## config.mk

```make
export PLATFORM = sky130hd
export DESIGN_NAME = nco_sweep_ctrl
export DESIGN_NICKNAME = d
export VERILOG_FILES = /design/src/rtl/nco_sweep_ctrl.sv
export SDC_FILE = /design/constraint.sdc
export NUM_CORES = 1
export LEC_CHECK = 0
export BUFFER_PORTS_ARGS = -buffer_cell sky130_fd_sc_hd__buf_2
export CAP_MARGIN = 15
export CORE_MARGIN = 1.5
export CORE_UTILIZATION = 35
export DETAILED_ROUTE_END_ITERATION = 12
export PLACE_DENSITY_LB_ADDON = 0.25
export SLEW_MARGIN = 40
export SYNTH_ARGS = -nofsm -noshare
export SYNTH_HDL_FRONTEND = slang
export SYNTH_SLANG_ARGS = --single-unit
```

## constraint.sdc

```tcl
create_clock -name clk -period 17.8 [get_ports clk]
set_input_delay 0.89 -clock clk [delete_from_list [all_inputs] [get_ports clk]]
set_output_delay 0.89 -clock clk [all_outputs]
set_load 0.01 [all_outputs]
```

## src/rtl/nco_sweep_ctrl.sv

```systemverilog
// NCO frequency-sweep controller: steps a phase increment through a sweep and streams
// accumulated phase over a req/ack handshake. Optional dither enabled by NCO_SWEEP_DITHER_EN.
module nco_sweep_ctrl #(
    parameter int PHASE_W = 32,
    parameter int CNT_W   = 16
) (
    input  logic               clk,
    input  logic               reset,
    input  logic               start,
    input  logic               stop,
    input  logic               repeat_en,
    input  logic [PHASE_W-1:0] freq_start,
    input  logic [PHASE_W-1:0] freq_step,
    input  logic [CNT_W-1:0]   step_count,
    input  logic [CNT_W-1:0]   dwell,
    output logic [PHASE_W-1:0] angle_dat,
    output logic               angle_req,
    input  logic               angle_ack,
    output logic               busy,
    output logic               done,
    output logic [PHASE_W-1:0] cur_freq
);

    typedef enum logic [1:0] {IDLE, RUN, STOP_PEND, DONE} state_t;

    state_t             state_q;
    logic [PHASE_W-1:0] phase_q, cur_freq_q, fstart_q, fstep_q, angle_dat_q;
    logic [CNT_W-1:0]   step_idx_q, dwell_cnt_q, scount_q, dwell_q;
    logic               repeat_q, angle_req_q, busy_q, done_q;

    logic               xfer, dwell_wrap, last_xfer, stop_now;
    logic [PHASE_W-1:0] phase_d, cur_freq_d, dith_q, dith_d;
    logic [CNT_W-1:0]   step_idx_d, dwell_cnt_d;

`ifdef NCO_SWEEP_DITHER_EN
    logic [15:0] lfsr_q, lfsr_d;
    logic        lfsr_fb;
`endif

    always_comb begin
        xfer        = angle_req_q & angle_ack;
        dwell_wrap  = (dwell_cnt_q == dwell_q);
        last_xfer   = dwell_wrap && (step_idx_q == scount_q);
        stop_now    = (state_q == STOP_PEND) || stop;
        phase_d     = phase_q + cur_freq_q;
        dwell_cnt_d = dwell_wrap ? '0 : dwell_cnt_q + CNT_W'(1);
        step_idx_d  = dwell_wrap ? step_idx_q + CNT_W'(1) : step_idx_q;
        cur_freq_d  = dwell_wrap ? cur_freq_q + fstep_q : cur_freq_q;
`ifdef NCO_SWEEP_DITHER_EN
        // Taps 16,14,13,11 -> bits 15,13,12,10; dither never feeds the accumulator
        lfsr_fb = lfsr_q[15] ^ lfsr_q[13] ^ lfsr_q[12] ^ lfsr_q[10];
        lfsr_d  = xfer ? {lfsr_q[14:0], lfsr_fb} : lfsr_q;
        dith_q  = PHASE_W'(lfsr_q[7:0]);
        dith_d  = PHASE_W'(lfsr_d[7:0]);
`else
        dith_q = '0;
        dith_d = '0;
`endif
    end

    always_ff @(posedge clk or posedge reset) begin
        if (reset) begin
            state_q     <= IDLE;
            phase_q     <= '0;
            cur_freq_q  <= '0;
            fstart_q    <= '0;
            fstep_q     <= '0;
            angle_dat_q <= '0;
            step_idx_q  <= '0;
            dwell_cnt_q <= '0;
            scount_q    <= '0;
            dwell_q     <= '0;
            repeat_q    <= 1'b0;
            angle_req_q <= 1'b0;
            busy_q      <= 1'b0;
            done_q      <= 1'b0;
`ifdef NCO_SWEEP_DITHER_EN
            lfsr_q      <= 16'hACE1;
`endif
        end else begin
`ifdef NCO_SWEEP_DITHER_EN
            lfsr_q <= lfsr_d;
`endif
            done_q <= 1'b0;
            case (state_q)
                IDLE: begin
                    if (start) begin
                        fstart_q    <= freq_start;
                        fstep_q     <= freq_step;
                        scount_q    <= step_count;
                        dwell_q     <= dwell;
                        repeat_q    <= repeat_en;
                        phase_q     <= '0;
                        step_idx_q  <= '0;
                        dwell_cnt_q <= '0;
                        cur_freq_q  <= freq_start;
                        angle_dat_q <= dith_q;
                        angle_req_q <= 1'b1;
                        busy_q      <= 1'b1;
                        state_q     <= RUN;
                    end
                end
                RUN, STOP_PEND: begin
                    if (xfer) begin
                        // Terminating transfers freeze the datapath so IDLE shows the last sample
                        if (stop_now || (last_xfer && !repeat_q)) begin
                            angle_req_q <= 1'b0;
                            done_q      <= 1'b1;
                            state_q     <= DONE;
                        end else if (last_xfer) begin
                            phase_q     <= '0;
                            step_idx_q  <= '0;
                            dwell_cnt_q <= '0;
                            cur_freq_q  <= fstart_q;
                            angle_dat_q <= dith_d;
                        end else begin
                            phase_q     <= phase_d;
                            step_idx_q  <= step_idx_d;
                            dwell_cnt_q <= dwell_cnt_d;
                            cur_freq_q  <= cur_freq_d;
                            angle_dat_q <= phase_d + dith_d;
                        end
                    end else if (state_q == RUN && stop) begin
                        state_q <= STOP_PEND;
                    end
                end
                DONE: begin
                    busy_q  <= 1'b0;
                    state_q <= IDLE;
                end
                default: state_q <= IDLE;
            endcase
        end
    end

    assign angle_dat = angle_dat_q;
    assign angle_req = angle_req_q;
    assign busy      = busy_q;
    assign done      = done_q;
    assign cur_freq  = cur_freq_q;

endmodule

```

# == After elaboration in Yosys (flattened, before gate mapping) ==
# Index checks and enable logic that the tools add are counted.
# word_totals
regBits,198
in_bits,102
output_inout_bits,67
wordCells,81
# classes
n_addsub,4
n_eq_ne,12
mux,35
bitwise,1
reduce_logical,16
# ops
op,n
32-bit two-way mux,9
16-bit two-way mux,9
32-bit one-hot mux with 2 select lines,2
32-bit adder,2
16-bit one-hot mux with 2 select lines,2
"16-bit by 1-bit adder with 16-bit output, second input constant",2
16-bit == test,2
"3-bit != test, second input constant",3
2-bit two-way mux,4
"2-bit != test, second input constant",4
4-bit AND reduction,2
1-bit two-way mux,6
2-bit one-hot mux with 3 select lines,1
5-bit AND reduction,1
"2-bit == test, second input constant",2
1-bit one-hot mux with 2 select lines,2
2-bit AND reduction,2
2-bit nonzero test,2
1-bit logical AND,3
3-bit AND reduction,1
"2-bit by 1-bit == test with 1-bit output, second input constant",1
2-bit logical NOT,1
1-bit logical OR,2
2-bit OR reduction,1
other kinds (2),2

# == Logic depth before layout (Yosys ltp) ==
# Gate-level depths: netlist of the first run.
# logic_depth
ltp_word,7
depth_mapped,13
depth_no_buf,13

# == Least setup slack after synthesis of the first run ==
# OpenSTA, ideal clock, no wires.
# synth_path
kind,register to register
startpoint,reg cur_freq_q[0] (netlist: cur_freq[0])
endpoint,reg cur_freq_q[28] (netlist: cur_freq[28])
setup_time_ps,64
t_arrival_ps,2989
required_ps,17736
path_slack_ps,14747
path_stages_with_launch,12
n_path_buf,0
synth_period_minus_slack_ps,3053
cell_sequence,dfrtp_1 > ha_1 > fa_1 > a211o_1 > a211oi_1 > o211ai_1 > nand3b_1 > o211ai_1 > or4b_1 > a41o_1 > a21oi_1 > a21o_1
# synth_between
elab_chain_len,6
# synth_lines
item,line,source
from (decl),27,"logic [PHASE_W-1:0] phase_q, cur_freq_q, fstart_q, fstep_q, angle_dat_q;"
from (signal assigned),96,cur_freq_q <= freq_start;
from (signal assigned),114,cur_freq_q <= fstart_q;
from (signal assigned),120,cur_freq_q <= cur_freq_d;
32-bit adder,48,cur_freq_d = dwell_wrap ? cur_freq_q + fstep_q : cur_freq_q;
32-bit two-way mux,48,
32-bit two-way mux,110,end else if (last_xfer) begin
32-bit two-way mux,106,if (stop_now || (last_xfer && !repeat_q)) begin
32-bit two-way mux,104,if (xfer) begin
32-bit one-hot mux with 2 select lines,85,case (state_q)
# No other way between the ends. The select of a mux whose other input is x is not followed.
# A chain may end at the register's enable or synchronous reset.

# == Final worst setup path of the first run ==
# layout_path
startpoint,reg dwell_cnt_q[13]
endpoint,reg step_idx_q[15]
# layout_between
elab_chain_len,6
elab_cells_between_ends,11
classes_between,eq/ne: 3; mux: 4; reduce/logical: 4
# layout_lines
item,line,source
from (decl),28,"logic [CNT_W-1:0] step_idx_q, dwell_cnt_q, scount_q, dwell_q;"
from (signal assigned),119,dwell_cnt_q <= dwell_cnt_d;
16-bit == test *,42,dwell_wrap = (dwell_cnt_q == dwell_q);
1-bit logical AND,43,last_xfer = dwell_wrap && (step_idx_q == scount_q);
16-bit two-way mux / 1-bit logical AND (equally long branches),"110, 106",
16-bit two-way mux / 1-bit logical OR (equally long branches),106,
16-bit two-way mux / 2-bit != test (equally long branches),n/a,
16-bit one-hot mux with 2 select lines / 5-bit AND reduction (equally long branches),n/a,
to (signal assigned),118,step_idx_q <= step_idx_d;
to (decl),28,
# Every way passes the cells marked *; elsewhere a longest branch is shown, timed or not. The select of a mux whose other input is x is not followed.

==> results.md, run 1 <==
* Number of antenna violations at the first check in global routing at 2
* First-pass GRT wire length at 50100 um
* Switching power at roughly 1.2 mW
* Count of boundary I/O pins at 169
* DIE AREA at between 30000 and 40000 sq um
* Number of global-route vias before repair at 9246
* Worst-case vdd ir drop at 0.000105 V
* Width of the chip at 186 um
* Detail-routed net length per standard cell at 17.4 um
* Via density per instance at 5.22
* Worst r2r path cells at 10
* Via count at 9319
* Headroom to the max-slew limit at roughly half
* Syn Area/Cell at 9.96 sq um
* Routability congestion estimate from global placement at 0.849
* Synth Flop Type: sky130_fd_sc_hd__dfrtp_1
* Share of power burned in the clock network at 13.8%
* Sequential element share of the synthesized area at 42.1%
* Hold EP: fstart_q[11]$_DFFE_PP0P_
* Count of input and output buffers at 168
* Yosys warning total at 0
* Area growth, synth to finish at 16.0%
* Clk sink count at 198
* Share of flip-flops with an asynchronous set or reset after synthesis at 100%
* Source of the worst register-to-register timing path: dwell_cnt_q[13]$_DFFE_PP0P_
* Vertical die dimension at 186 um
* Row count at 66
* Setup violators final at 0
* Power per standard cell area at between 200 and 250 nW/um^2
* Initial cell density of the core at 35.9%
* Number of remaining DRC errors at 0
* Ratio of cells with drive above 1 in the final layout at 24.3%
* Cell area after technology mapping at 11800 sq um
* Clock root buffer master: sky130_fd_sc_hd__clkbuf_16
* Design Power at 2.74 mW
* HPWL reported at the end of detailed placement at 22300 um
* Lkg Pwr at 6.36 nW
* Comb pwr share at 57.2%
* Tightest Pin Transition at a little under 0.8 ns
* Clock transition at the registers of the reported paths at 0.08 ns
* Number of flops mapped to enable cells by yosys at 0
* Most numerous cell types in the synthesized netlist: 198 x sky130_fd_sc_hd__dfrtp_1, 118 x sky130_fd_sc_hd__nand2_1, 98 x sky130_fd_sc_hd__mux2_2
* Maximum number of pins on one net before global-route repair at 126
* Routed Antenna Nets at 0
* Highest Clock Rate at 289 MHz
* Placed cells at ~1800
* FF+latch count, synth at 198
* Non-filler instance count after layout at about 1800
* Placeable core area at 32800 sq um
* Number of nets in the final layout at 1499
* Hold Vio Cnt, Final at 0
* CTS Hold Bufs at 0
* Status: complete, no violations
* Number of instances in the synthesized netlist at 1182
* Part of the total power dissipated in sequential elements at 29.0%
* Capturing point of the worst reg2reg path: step_idx_q[15]$_DFFE_PP0P_
* Post-CTS sizing at 0
* H-tree depth at 4
* CP endpoint kind: register
* Post-synth top area cell: sky130_fd_sc_hd__dfrtp_1
* First DRT Iteration DRCs at 480
* Global-route total usage across every layer at 18.0%
* Yosys top cell area share at 42.1%
* Unrepaired setup endpoints after global routing: false
* Most Frequent Cell on Critical Path: sky130_fd_sc_hd__nand4_1
* Maximum single-stage delay on the critical path at 0.54 ns
* Largest clock skew in the final design at 0.0121 ns
* Total nets after synthesis at 1354
* Setup crit start: dwell_cnt_q[13]$_DFFE_PP0P_
* Reg-to-reg setup timing slack at 14.34 ns
* Leading cell type by number of instances after synthesis: sky130_fd_sc_hd__dfrtp_1
* Worst Min Path Start: fstart_q[11]$_DFFE_PP0P_
* Minimum hold slack at 0.492 ns
* Slowest stage cell on the critical path: sky130_fd_sc_hd__buf_4
* Final Max Tran Viols at 0
* Number of buffers on the longest clock path at 2
* Clock buffer count from CTS at 17
* Switching share of total power at 44.0%
* Setup crit start kind: register
* Worst min-delay path category: reg2reg
* Cell variety after synth at 66
* Largest cells by area after synthesis: sky130_fd_sc_hd__dfrtp_1 42%, sky130_fd_sc_hd__mux2_2 9.4%, sky130_fd_sc_hd__ha_1 7.2%
* Pint at 1.53 mW
* Critical setup path kind: reg2reg
* Max-capacitance violation count at 0
* Number of cells on the worst hold path at 2
* Final Cycle Share at 19.4%
* Accumulated negative setup slack at 0 ns
* 1st-pass router iterations at 7
* Required time of the critical path at 18.13 ns
* CP Cell Sequence: xor2_1 > nor4_1 > nand4_1 > or3_1 > and2_1 > nor2_4 > buf_4 > nor2_1 > nand4_1 > o21ai_0
* Data arrival time of the worst path at 3.79 ns
* Fin crit period at about 3.5 ns
* Remaining global-route overflow at 0
* Insertion delay of the later-clocked pin in the worst-skew pair at 0.44 ns
* Crit-path max FO at 55
* Drt total wl at 31000 um
* Post-CTS Repair Setup Buffers at 0
* TritonCTS clock tree: yes
[power groups by stage]
stage,registers [mW],clock network [mW],logic (mW)
floorplan,0.779,0,1.20
CTS,0.797,0.390,1.57
finish,0.795,0.378,1.57
detailed placement,0.805,0,1.56
global route,0.821,0.407,1.75
global placement,0.799,0,1.54
[layer usage]
layer  GRT usage, %  share of wire [%]  vias to the layer above
met2           29.0                 46                      186
met5              0                  0                        -
met4           3.88                1.1                        0
met1           25.0                 49                     4507
li1               -                  -                     4610
met3           3.76                4.1                       16
[cell usage in the layout (no fill, tap or decap), drive strengths merged, types with 11 or more instances in the layout]
cell type	netlist	routed
nand3	21	21
nand2	118	118
clkbuf	36	22
a22o	17	17
mux2i	12	12
mux2	98	98
o21a	12	12
ha	68	68
nor2	72	72
a31oi	15	15
o211ai	16	16
and3	13	13
dfrtp	198	198
nor2b	12	12
o21ai	101	101
xnor2	33	33
nor3	11	11
buf	15	177
a21o	27	27
a21oi	73	73
nand4	12	12
xor2	59	59
o31ai	15	15
inv	20	25
[final cells by class]
cell class	instances	area [sq um]
fill	3250	19100
multi-input combinational	913	6580
sequential	198	4950
timing repair buffer	177	916
tap	442	553
clock buffer	22	474
inverter	20	87.6
clock inverter	10	85.1
antenna	2	5.00
[worst max-delay path by stage]
stage | endpoint | slack, ns
final | step_idx_q[15]$_DFFE_PP0P_ | 14.34
after global routing | step_idx_q[7]$_DFFE_PP0P_ | 14.00
after CTS | cur_freq[28]$_DFFE_PP0P_ | 14.34
after detailed placement | step_idx_q[15]$_DFFE_PP0P_ | 14.35
after global placement | step_idx_q[7]$_DFFE_PP0P_ | 14.32
after floorplan | angle_dat[0]$_DFFE_PP0P_ | 11.51
[state kept, by name, summed over array words and instances (netlist names)]
name,count
done,1
fstart_q,32
dwell_q,16
angle_req,1
step_idx_q,16
cur_freq,32
scount_q,16
repeat_q,1
busy,1
state_q,2
angle_dat,32
fstep_q,32
dwell_cnt_q,16
[logic make-up after synthesis]
kind of cell | share of synthesized area [%]
AOI/OAI and AO/OA | 18.2
xor gates and xnor gates | 6.84
DFF | 42.1
buffers and inverters | 2.32
muxes | 10.4
and+or+nand+nor | 12.6
adders and majority gates | 7.57
[worst max-delay path, delay by kind of cell (launching register included)]
| family | cells | cell delay (ns) |
|---|---|---|
| buf+inv | 1 | 0.54 |
| xor+xnor | 1 | 0.17 |
| compound gates | 1 | 0.08 |
| flops | 1 | 0.46 |
| simple gates | 7 | 2.07 |
[per-stage QoR]
step	setup WS [ns]	utilization (%)	instance area [sq um]
final	14.34	41.6	13700
after floorplan	11.51	-	11800
after detailed placement	14.35	39.9	13100
after global routing	14.00	41.6	13600
after CTS	14.34	41.6	13600
after global placement	14.32	39.9	13100
Note: power is estimated with default switching activity, not from simulation.
==> run 2: changes to the inputs <==
--- a/config.mk
+++ b/config.mk
@@ -5,6 +5,7 @@
 export SDC_FILE = /design/constraint.sdc
 export NUM_CORES = 1
 export LEC_CHECK = 0
+export ABC_AREA = 1
 export BUFFER_PORTS_ARGS = -buffer_cell sky130_fd_sc_hd__buf_2
 export CAP_MARGIN = 15
 export CORE_MARGIN = 1.5
==> constraint.sdc (replaced) <==
create_clock -name clk -period 3.05 [get_ports clk]
set_input_delay 0.1525 -clock clk [delete_from_list [all_inputs] [get_ports clk]]
set_output_delay 0.1525 -clock clk [all_outputs]
set_load 0.01 [all_outputs]
==> run 2 against run 1 <==
Compared with the run above:
- critical path depth did not move
- die area is 21% higher
- critical path type unchanged
- register-to-register slack got worse by 14 ns
- area after synthesis grew 21%
- worst setup slack got worse by 14 ns
- largest power group unchanged
- clock power increased to 6.6 times the previous value
==> results.md, run 2 <==
* Required time of the critical path at 3.47 ns
* Sequential element share of the synthesized area at 34.8%
* Detail-routed net length per standard cell at 15.8 um
* Yosys warning total at 0
* Pint at between 9 and 10 mW
* Worst min-delay path category: in2reg
* Vertical die dimension at 205 um
* First-pass GRT wire length at 75200 um
* Switching share of total power at between 50% and 60%
* Post-CTS Repair Setup Buffers at 0
* Ratio of cells with drive above 1 in the final layout at a little over a tenth
* Clk sink count at 198
* Termination of the worst setup path: angle_dat[31]$_DFFE_PP0P_
* Drt total wl at 47400 um
* Via count at 14511
* Remaining global-route overflow at 0
* Worst r2r path cells at 10
* CP Cell Sequence: inv_1 > ha_2 > inv_2 > nor2_1 > inv_1 > a21oi_2 > a21boi_2 > buf_4 > nand3_1 > nand2_1
* Fin crit period at 2.63 ns
* Number of buffers on the longest clock path at 2
* Count of input and output buffers at approximately 170
* Global-route total usage across every layer at a little under a quarter
* Total placed instance area at between 15000 and 20000 sq um
* Comb pwr share at 65.4%
* Power per standard cell area at 1220 nW/um^2
* Capturing point of the worst reg2reg path: angle_dat[31]$_DFFE_PP0P_
* Width of the chip at roughly 200 um
* Highest Clock Rate at 381 MHz
* Tightest Pin Transition at 0.661 ns
* Largest clock skew in the final design at approximately 0.016 ns
* H-tree depth at 4
* Cell variety after synth at 40
* HPWL reported at the end of detailed placement at about 36000 um
* Synth Flop Type: sky130_fd_sc_hd__dfrtp_1
* Crit-path max FO at 34
* TritonCTS clock tree: yes
* Switching power at roughly 11 mW
* Data arrival time of the worst path at 3.05 ns
* Clock buffer count from CTS at 17
* Setup crit start kind: register
* Share of flip-flops with an asynchronous set or reset after synthesis at 100%
* Lkg Pwr at 9.68 nW
* Maximum single-stage delay on the critical path at 0.53 ns
* Largest cells by area after synthesis: sky130_fd_sc_hd__dfrtp_1 35%, sky130_fd_sc_hd__nand2_1 28%, sky130_fd_sc_hd__inv_1 6.6%
* Commonest cells after routing, fill and taps aside: 1062 x sky130_fd_sc_hd__nand2_1, 248 x sky130_fd_sc_hd__inv_1, 198 x sky130_fd_sc_hd__dfrtp_1
* Cell area after technology mapping at 14200 sq um
* Summed area of non-filler cells in the final layout at ~17000 sq um
* Final Cycle Share at between 80% and 90%
* Number of flops mapped to enable cells by yosys at 0
* Most Frequent Cell on Critical Path: sky130_fd_sc_hd__inv_1
* Hold Vio Cnt, Final at 0
* Headroom to the max-slew limit at between 50% and 60%
* Share of the core filled with cells at 43.4%
* Final Max Tran Viols at 0
* Yosys top cell area share at a little over a third
* GRT busiest layer: met2
* Worst-case vdd ir drop at 0.000582 V
* Row count at 73
* Source of the worst register-to-register timing path: state_q[0]$_DFFE_PP0P_
* Via density per instance at between 4 and 5
* Global-route track usage on met2 at between 30% and 40%
* Most frequent standard cell in the layout excluding fill and tap cells: sky130_fd_sc_hd__nand2_1
* Syn Area/Cell at about 6.4 sq um
* Status: complete, no violations
* Most numerous cell types in the synthesized netlist: 1063 x sky130_fd_sc_hd__nand2_1, 250 x sky130_fd_sc_hd__inv_1, 198 x sky130_fd_sc_hd__dfrtp_1
* Critical setup path kind: reg2reg
* Number of global-route vias before repair at 13564
* First DRT Iteration DRCs at 1095
* Number of instances in the synthesized netlist at around 2200
* Share of power burned in the clock network at 11.8%
* Number of nets in the final layout at 2645
* Unrepaired setup endpoints after global routing: false
* Number of antenna violations at the first check in global routing at 5
* Initial cell density of the core at 35.7%
* Accumulated negative setup slack at 0 ns
* Reg-to-reg setup timing slack at 0.42 ns
* Post-synth top area cell: sky130_fd_sc_hd__dfrtp_1
* Placeable core area at about 40000 sq um
* Maximum number of pins on one net before global-route repair at 105
* Routability congestion estimate from global placement at about 0.95
* Leading cell type by number of instances after synthesis: sky130_fd_sc_hd__nand2_1
* Setup violators final at 0
* CP endpoint kind: register
* Minimum hold slack at 0.0531 ns
* Routed Antenna Nets at 0
* Clock root buffer master: sky130_fd_sc_hd__clkbuf_16
* Total nets after synthesis at 2396
* FF+latch count, synth at around 200
* DIE AREA at 41900 sq um
* 1st-pass router iterations at 6
* Setup crit start: state_q[0]$_DFFE_PP0P_
* Worst Min Path Start: angle_ack
* Slowest stage cell on the critical path: sky130_fd_sc_hd__ha_2
* Area growth, synth to finish at 21.8%
* Part of the total power dissipated in sequential elements at about 23%
* Insertion delay of the later-clocked pin in the worst-skew pair at 0.48 ns
* Global-route track usage on met1 at 33.0%
* Max-capacitance violation count at 0
* Clock transition at the registers of the reported paths at 0.08 ns
* GR Util met3 at 3.80%
* Count of boundary I/O pins at 169
* Number of remaining DRC errors at 0
[run 2: cell types whose count changed after synthesis, moves of 17 or more]
cell	before	now
sky130_fd_sc_hd__mux2_2	98	0
sky130_fd_sc_hd__nand3_1	21	103
sky130_fd_sc_hd__nor2_1	72	148
sky130_fd_sc_hd__a21oi_1	73	48
sky130_fd_sc_hd__nand4_1	12	33
sky130_fd_sc_hd__a21o_1	27	1
sky130_fd_sc_hd__nand2_1	118	1063
sky130_fd_sc_hd__buf_2	5	23
sky130_fd_sc_hd__xor2_1	59	27
sky130_fd_sc_hd__nor3_1	9	31
sky130_fd_sc_hd__inv_1	19	250
sky130_fd_sc_hd__a22o_1	17	0
[run 2: critical path: cells and delay by family (launching register included)]
kind / cells / cell delay, ns
buf+inv: 4 / 0.77
flops: 1 / 0.41
fa+ha+maj: 1 / 0.53
compound gates: 2 / 0.46
simple gates: 3 / 0.35
[run 2: timing repair]
action,4_1_cts,5_1_grt
hold buffers,98,0
endpoints found under the setup margin,0,7
endpoints found under the hold margin,200,0
resized for setup,0,1
[run 2: cell type report]
cell class              instances  area [sq um]
well taps                     525           657
flip-flops and latches        198          4950
inverters                     256           967
clock inverters                15           210
diodes                          1          2.50
multi-input cells            1700          7990
fillers                      4219         22600
clock buffers                  17           425
repair buffers                300          2130
[run 2: worst min-delay path by stage]
stage                                to  slack, ns  cells after the start
6_report                 done$_DFF_PP0_       0.05                      3
5_1_grt                  done$_DFF_PP0_       0.04                      3
4_1_cts                  done$_DFF_PP0_       0.02                      3
3_5_place_dp   angle_dat[4]$_DFFE_PP0P_       0.09                      2
3_3_place_gp   angle_dat[4]$_DFFE_PP0P_       0.08                      2
2_1_floorplan   dwell_q[10]$_DFFE_PP0P_       0.26                      2
[run 2: kinds of logic after synthesis]
kind of cell / count (synthesis) / synth area share [%]
simple gates: 1414 / 40.1
fa+ha+maj: 70 / 6.26
xor+xnor: 70 / 4.31
compound gates: 146 / 5.39
buf+inv: 326 / 9.14
flops: 198 / 34.8
[run 2: metrics by stage]
stage	total power, mW	setup slack [ns]	cells
2_1_floorplan	14.2	0.337	2224
3_3_place_gp	18.3	0.432	2881
3_5_place_dp	18.5	0.335	2881
4_1_cts	21.2	0.316	3011
5_1_grt	23.3	0.118	3012
6_report	21.1	0.425	3012
[run 2: power groups by stage]
stage | combinational, mW | clock (mW) | sequential (mW)
floorplan | 9.57 | 0 | 4.67
global placement | 13.5 | 0 | 4.84
detailed placement | 13.6 | 0 | 4.86
CTS | 13.8 | 2.58 | 4.82
global route | 15.7 | 2.67 | 4.96
finish | 13.8 | 2.50 | 4.81
[run 2: layer usage]
metal	vias to the layer above	wire (um)
met5	-	60
met4	8	1610
met3	71	2390
met2	379	20500
met1	6671	22900
li1	7382	-
==> run 3: changes to the inputs <==
--- a/config.mk
+++ b/config.mk
@@ -10,6 +10,7 @@
 export CAP_MARGIN = 15
 export CORE_MARGIN = 1.5
 export CORE_UTILIZATION = 35
+export CTS_BUF_LIST = sky130_fd_sc_hd__clkbuf_4 sky130_fd_sc_hd__clkbuf_8
 export DETAILED_ROUTE_END_ITERATION = 12
 export PLACE_DENSITY_LB_ADDON = 0.25
 export SLEW_MARGIN = 40
==> run 3 against run 2 <==
Compared with the run above:
- sequential share of layout area rose by 0.29 points
- utilization fell by 0.43 points
- critical path type unchanged
- critical path depth did not move
- die area did not move
- combinational power barely moved
- global-route usage fell by 0.11 points
- via count rose by 0.17%
==> results.md, run 3 (synthesis results as in run 2) <==
* TritonCTS clock tree: yes
* Hold Vio Cnt, Final at 0
* Share of power burned in the clock network at 9.4%
* Unrepaired setup endpoints after global routing: false
* Vertical die dimension at 205 um
* Insertion delay of the later-clocked pin in the worst-skew pair at 0.54 ns
* Power per standard cell area at 1200 nW/um^2
* Number of fill cells in the layout at 4231
* Design Power at 20.6 mW
* Lkg Pwr at between 9 and 10 nW
* GRT busiest layer: met2
* Comb pwr share at 67.2%
* Headroom to the max-slew limit at 56.3%
* H-tree depth at 4
* Drt total wl at 47400 um
* Width of the chip at 205 um
* Number of buffers on the longest clock path at 2
* Final Max Tran Viols at 0
* Number of global-route vias before repair at 13589
* Crit-path max FO at 34
* Highest Clock Rate at 380 MHz
* GR Util met3 at 3.61%
* Placeable core area at roughly 40000 sq um
* Count of input and output buffers at 168
* Detail-routed net length per standard cell at roughly 16 um
* Clock root buffer master: sky130_fd_sc_hd__clkbuf_8
* First-pass GRT wire length at 75100 um
* Largest clock skew in the final design at 0.0230 ns
* Final WS setup at about 0.42 ns
* Pre-CTS setup slack at 0.335 ns
* First DRT Iteration DRCs at 1163
* DIE AREA at 41900 sq um
* HPWL reported at the end of detailed placement at 35900 um
* Number of antenna violations at the first check in global routing at 5
* Area growth, synth to finish at 20.6%
* Clock transition at the registers of the reported paths at 0.12 ns
* Most frequent standard cell in the layout excluding fill and tap cells: sky130_fd_sc_hd__nand2_1
* Required time of the critical path at ~3.5 ns
* Critical setup path kind: reg2reg
* Non-filler instance count after layout at 3014
* Setup violators final at 0
* Accumulated negative setup slack at 0 ns
* Commonest cells after routing, fill and taps aside: 1062 x sky130_fd_sc_hd__nand2_1, 248 x sky130_fd_sc_hd__inv_1, 198 x sky130_fd_sc_hd__dfrtp_1
* Status: complete, no violations
* Worst min-delay path category: in2async
* Global-route track usage on met2 at 35.4%
* Max-capacitance violation count at 0
* Setup crit start kind: register
* Number of remaining DRC errors at 0
* CP endpoint kind: register
* 1st-pass router iterations at 5
* Routability congestion estimate from global placement at 0.946
* Via count at 14536
* Placed cells at between 2000 and 3000
* Clk sink count at 198
* Number of nets in the final layout at 2647
* Row count at 73
* Global-route total usage across every layer at between 20% and 30%
* Switching power at 11.3 mW
* Global-route track usage on met1 at 33.0%
* Final Cycle Share at 86.3%
* Ratio of cells with drive above 1 in the final layout at 10.5%
* Fin crit period at 2.63 ns
* Maximum number of pins on one net before global-route repair at 105
* Clock buffer count from CTS at 17
* Data arrival time of the worst path at 3.10 ns
* Initial cell density of the core at between 30 and 40%
* Switching share of total power at 54.9%
* Via density per instance at 4.82
* Pint at 9.28 mW
* Routed Antenna Nets at 0
* Remaining global-route overflow at 0
* Worst-case vdd ir drop at between 0.0004 and 0.0005 V
* Tightest Pin Transition at 0.655 ns
* Count of boundary I/O pins at 169
* Part of the total power dissipated in sequential elements at 23.3%
-- run 3: cell types whose count changed in the layout (fill, tap and decap cells not counted), sizes merged --
cell | before | now
dlygate4sd3 | 98 | 100
-- run 3: stage by stage --
| step | hold slack, ns | area (sq um) | util (%) |
|---|---|---|---|
| after floorplan | 0.262 | 14200 | - |
| after global placement | 0.0819 | 15700 | 39.4 |
| after detailed placement | 0.0871 | 15700 | 39.4 |
| after CTS | 0.0291 | 17200 | 43.0 |
| after global routing | 0.0598 | 17200 | 43.0 |
| final | 0.0762 | 17200 | 43.0 |
-- run 3: worst paths after layout --
check                                          from                   endpoint  slack (ns)  cells past startpoint
hold reg to reg            fstart_q[22]$_DFFE_PP0P_   fstart_q[22]$_DFFE_PP0P_        0.49                      2
max in group asynchronous                     reset   fstart_q[17]$_DFFE_PP0P_        2.09                      4
setup reg to reg             state_q[0]$_DFFE_PP0P_  angle_dat[15]$_DFFE_PP0P_        0.42                     10
setup / recovery             state_q[0]$_DFFE_PP0P_  angle_dat[15]$_DFFE_PP0P_        0.42                     10
min in group clk                               stop      angle_req$_DFFE_PP0P_        0.11                      6
hold / removal                                reset   angle_dat[4]$_DFFE_PP0P_        0.08                      3
-- run 3: layout make-up --
type	instances	area, sq um	area share (%)
diodes	1	2.50	0.0146
clock buffers	17	234	1.36
clock inverters	15	210	1.22
inverters	256	967	5.63
multi-input cells	1700	7990	46.5
flip-flops and latches	198	4950	28.9
well taps	525	657	3.83
repair buffers	302	2150	12.5
-- run 3: per-layer routing --
layer	up-vias	routed length (um)
met4	8	1480
met3	65	2720
met1	6682	22600
li1	7375	-
met2	406	20500
met5	-	46
-- run 3: timing repair --
item	in CTS	in global routing
gates resized for setup	0	1
setup endpoints to repair	0	11
endpoints found under the hold margin	322	0
hold buffers	100	0
buffers inserted	0	0
-- run 3: critical path, stage by stage, from the launching register on --
cell	delay, ns
sky130_fd_sc_hd__dfrtp_1	0.43
sky130_fd_sc_hd__inv_1	0.09
sky130_fd_sc_hd__ha_2	0.54
sky130_fd_sc_hd__inv_2	0.23
sky130_fd_sc_hd__nor2_1	0.14
sky130_fd_sc_hd__inv_1	0.09
sky130_fd_sc_hd__a21oi_2	0.26
sky130_fd_sc_hd__a21boi_2	0.20
sky130_fd_sc_hd__buf_4	0.36
sky130_fd_sc_hd__nand3_1	0.12
sky130_fd_sc_hd__nand2_1	0.08
-- run 3: power groups by stage --
| stage | Sequential (mW) | Clock, mW | Combinational, mW |
|---|---|---|---|
| final | 4.81 | 1.94 | 13.9 |
| after floorplan | 4.67 | 0 | 9.57 |
| after global placement | 4.84 | 0 | 13.5 |
| after detailed placement | 4.86 | 0 | 13.6 |
| after CTS | 4.82 | 2.01 | 13.8 |
| after global routing | 4.95 | 2.10 | 15.7 |
